`src/rtl/mat4_add.sv`:
```
// mat4_add: sequential element-wise adder for two 4 x 64-bit vectors.
// One shared 64-bit adder processes one element per cycle. The result
// register c and the done pulse are loaded together on the final add cycle.
module mat4_add (
  input  logic         clk,
  input  logic         rst,
  input  logic         start,
  input  logic [255:0] a,
  input  logic [255:0] b,
  output logic [255:0] c,
  output logic         done
);

  typedef enum logic [1:0] {
    IDLE = 2'd0,
    ADD  = 2'd1,
    DONE = 2'd2
  } state_t;

  state_t      state_reg;
  logic [1:0]  idx_reg;
  logic [63:0] a_q_reg   [0:3];
  logic [63:0] b_q_reg   [0:3];
  logic [63:0] acc_reg   [0:3];
  logic [255:0] c_reg;
  logic        done_reg;

  // Unpacked views of the input buses, one 64-bit element per entry.
  logic [63:0] a_elem [0:3];
  logic [63:0] b_elem [0:3];

  // The single shared adder; the carry-out is dropped so each element
  // wraps modulo 2^64 on its own.
  logic [63:0] sum_next;
  assign sum_next = a_q_reg[idx_reg] + b_q_reg[idx_reg];

  // Result image loaded into c on the last add cycle: elements 0..2 come
  // from the accumulation registers, element 3 straight from the adder.
  logic [255:0] c_next;

  genvar gi;
  generate
    for (gi = 0; gi < 4; gi++) begin : g_unpack
      assign a_elem[gi] = a[64*gi +: 64];
      assign b_elem[gi] = b[64*gi +: 64];
    end
    for (gi = 0; gi < 3; gi++) begin : g_pack
      assign c_next[64*gi +: 64] = acc_reg[gi];
    end
  endgenerate
  assign c_next[255:192] = sum_next;

  // Control FSM with registered outputs; reset aborts any operation.
  always_ff @(posedge clk) begin
    if (!rst) begin
      state_reg <= IDLE;
      idx_reg   <= 2'd0;
      c_reg     <= '0;
      done_reg  <= 1'b0;
      for (int i = 0; i < 4; i++) begin
        a_q_reg[i] <= '0;
        b_q_reg[i] <= '0;
        acc_reg[i] <= '0;
      end
    end else begin
      case (state_reg)
        IDLE: begin
          done_reg <= 1'b0;
          if (start) begin
            for (int i = 0; i < 4; i++) begin
              a_q_reg[i] <= a_elem[i];
              b_q_reg[i] <= b_elem[i];
            end
            idx_reg   <= 2'd0;
            state_reg <= ADD;
          end
        end
        ADD: begin
          acc_reg[idx_reg] <= sum_next;
          idx_reg          <= idx_reg + 2'd1;
          if (idx_reg == 2'd3) begin
            c_reg     <= c_next;
            done_reg  <= 1'b1;
            state_reg <= DONE;
          end
        end
        DONE: begin
          done_reg  <= 1'b0;
          state_reg <= IDLE;
        end
        default: begin
          done_reg  <= 1'b0;
          state_reg <= IDLE;
        end
      endcase
    end
  end

  assign c    = c_reg;
  assign done = done_reg;

endmodule

```
`config.mk`:
```
export PLATFORM = sky130hd
export DESIGN_NAME = mat4_add
export DESIGN_NICKNAME = d
export VERILOG_FILES = /design/src/rtl/mat4_add.sv
export SDC_FILE = /design/constraint.sdc
export NUM_CORES = 1
export LEC_CHECK = 0
export BUFFER_PORTS_ARGS = -buffer_cell sky130_fd_sc_hd__buf_4
export CAP_MARGIN = 10
export CELL_PAD_IN_SITES_DETAIL_PLACEMENT = 1
export CELL_PAD_IN_SITES_GLOBAL_PLACEMENT = 1
export CORE_ASPECT_RATIO = 0.9
export CORE_MARGIN = 10
export CORE_UTILIZATION = 45
export DETAILED_ROUTE_END_ITERATION = 8
export MAX_ROUTING_LAYER = met4
export PLACE_DENSITY = 0.93
export SETUP_SLACK_MARGIN = 0.02
export SLEW_MARGIN = 20
export SYNTH_ARGS = -nofsm -noshare
export SYNTH_HDL_FRONTEND = slang
export SYNTH_SLANG_ARGS = --single-unit
```
`constraint.sdc`:
```
create_clock -name clk -period 21.4 [get_ports clk]
set_clock_uncertainty 0.2 [all_clocks]
set_input_delay 4.28 -clock clk [delete_from_list [all_inputs] [get_ports clk]]
set_output_delay 4.28 -clock clk [all_outputs]
set_load 0.02 [all_outputs]
```
==> results.py <==
metrics = {
    "grt": {
        "antenna_found_initial": 30,
        "track_usage": 0.2991,
        "grt_max_degree": 309,
        "grt.overflow.total": 0,
        "grt_pass1_wl_um": 227800,
        "grt_pass1_vias": 33357,
    },
    "clock_network": {
        "cts_buffers": 101,
        "cts_tree": "done",
        "clk_latency_ns": 0.70,
        "cts_root_buffer": "clkbuf_16",
        "cts_resized": 0,
        "clk_pin_slew_ns": 0.06,
        "post_cts_buffers": 0,
        "h-tree-depth": 3,
        "cts_buffer_depth": 3,
        "cts-hold-fix-buffers": 0,
        "cts_sinks": 967,
    },
    "detailed_routing": {
        "drt-pass1-iter-count": 5,
        "routed_wirelength_um": 161500,
        "drc": 0,
        "vias": 31290,
        "wire_per_inst_um": 29.55,
        "postRouteAntennaNets": 0,
        "drt_iter0_drc": 3156,
        "via_per_inst": 5.726,
    },
    "worst_setup_path": {
        "crit_required_ns": 21.48,
        "cp.arrival_ns": 8.25,
        "path_class": "in -> reg",
        "end_kind": "flip-flop",
        "path_max_fanout": 175,
        "startpoint_type": "input pin",
    },
    "logic_synthesis": {
        "synth_top_cell_by_area": "edfxtp_1",
        "synth.top_cells.by_area": "edfxtp_1 50%, dfxtp_1 13%, and2_1 8.1%",
        "synthArstFlopShare": 0,
        "synth_nets": 4016,
        "yosysUniqueCellTypes": 79,
        "synth_top_area_share": 0.5043,
        "syn_area_um2": 41920,
        "synth-seq-cells": 967,
        "seq_area_frac_synth": 0.6299,
        "synthCells": 3436,
        "synth_edf_count": 704,
        "ys.flop_type": "edfxtp_1",
        "syn-mean-instance-area_um2": 12.20,
        "ys_warn_count": 0,
    },
    "sta": {
        "holdWs_ns": 0.2545,
        "tightest_slew_ns": 1.271,
        "rsz0062_at_grt": "false",
        "fmax_mhz": 122.5,
        "finalHoldViolations": 0,
        "min_period_ns": 8.167,
        "fin_setup_tns_ns": 0,
        "finalMaxSlewViolations": 0,
        "relSlewSlack": 0.1527,
        "fin_crit_sh": 0.3816,
        "setup_viol": 0,
    },
    "power_and_ir_drop": {
        "irDropWorstVdd_uv": 82.21,
        "power_density_nw_per_um2": 88.59,
        "p_leak_nw": 20.51,
    },
    "final_layout": {
        "areaGrowthSynthToFinish_pct": 24.45,
        "nNetsFinal": 4687,
        "layout-drive-gt1-share": 0.2666,
    },
    "floorplan": {
        "die_h_um": 309.6,
        "start_util": 0.4522,
        "die_x_um": 341.7,
        "core.rowCount": 106,
        "core-area_um2": 92710,
        "dieArea_um2": 105800,
        "io_pins": 772,
    },
    "placed_design": {
        "hpwl_um": 111500,
        "finalWeightedCongestion": 0.9102,
        "portBuffers": 771,
    },
    "outcome": {
        "outcome": "finished clean",
    },
    "run": {
        "maxCapViolCount": 0,
    },
    "hold_path": {
        "min_path_type": "reg -> reg",
    },
}
==> cell usage after synthesis (13+ instances only) <==
cell type	instances
o21bai_1	13
xnor2_1	30
nand2_1	518
a21boi_0	58
o21a_1	17
nand4_1	34
o21ai_0	74
and2_1	546
clkbuf_1	183
xor2_1	29
buf_2	15
nor3_1	19
buf_1	27
nor2_1	252
nand3_1	46
a21oi_1	222
inv_1	15
dfxtp_1	263
mux4_2	127
ha_1	64
a21o_1	33
edfxtp_1	704
==> path summary, 6_finish.rpt <==
check                                         start                           end  slack (ns)  depth (start not counted)
worst min register to register  c[109]$_SDFFE_PN0P_           c[109]$_SDFFE_PN0P_        0.25                          2
worst max-delay path                            rst  a_q_reg[0][51]$_SDFFCE_PN0P_       13.23                          5
worst min-delay path            c[109]$_SDFFE_PN0P_           c[109]$_SDFFE_PN0P_        0.25                          2
worst max register to register            flip-flop           c[222]$_SDFFE_PN0P_       14.62                         14
==> critical path, cell delays in order <==
cell     delay [ns]
buf_4          0.28
nand2_4        0.87
buf_4          0.86
buf_4          0.82
buf_12         0.70
==> routing by layer <==
metal	GRT usage	up-vias	part of all wire	wire length (um)
li1	-	13535	-	-
met1	0.3522	15857	0.38	61150
met2	0.5009	1543	0.50	81360
met3	0.06320	355	0.078	12550
met4	0.1165	0	0.040	6431
met5	-	-	0	0
==> stage by stage <==
stage	utilization	setup slack [ns]	instances	cell area (um2)	total power (W)
2_1_floorplan	-	4.493	3436	41920	0.002527
3_3_place_gp	0.5247	12.96	5244	48640	0.002766
6_report	0.5627	13.23	5465	52170	0.004622
5_1_grt	0.5627	13.11	5463	52160	0.004740
3_5_place_dp	0.5250	12.79	5245	48670	0.002798
4_1_cts	0.5615	13.51	5431	52050	0.004612
==> cell usage in the layout (no fill, tap or decap), types with 19 or more instances in the layout <==
cell,netlist,routed
diode_2,0,33
buf_4,4,792
dfxtp_1,263,261
nand4_1,34,34
edfxtp_1,704,704
and2_1,546,545
nor3_1,19,19
a21oi_1,222,222
nor2_1,252,252
a21o_1,33,33
nand2_1,518,511
mux4_2,127,127
o21ai_0,74,74
ha_1,64,64
xnor2_1,30,29
clkinv_2,0,22
nand3_1,46,46
a21boi_0,58,58
clkbuf_16,0,103
xor2_1,29,29
==> cells by family after synthesis <==
logic type	count (synthesis)	share of synthesized area
compound gates	499	0.07378
xor+xnor	59	0.01233
fa+ha+maj	65	0.01958
buf+inv	245	0.02274
flops	967	0.6299
mux	130	0.06898
simple gates	1471	0.1727
==> report_power, final <==
group / leakage, nW / internal (W) / switching (W)
Combinational: 9.20 / 0.000216 / 0.000411
Clock: 1.67 / 0.00104 / 0.000794
Sequential: 9.65 / 0.00212 / 0.0000422
==> layout make-up <==
type	count	area, um2
well taps	1242	1554
flip-flops and latches	967	26410
clock buffers	126	2724
diodes	33	82.58
inverters	16	65.06
clock inverters	60	660.6
fillers	9396	40540
repair buffers	797	6037
multi-input cells	2224	14630
(Power assumes the default switching activity.)
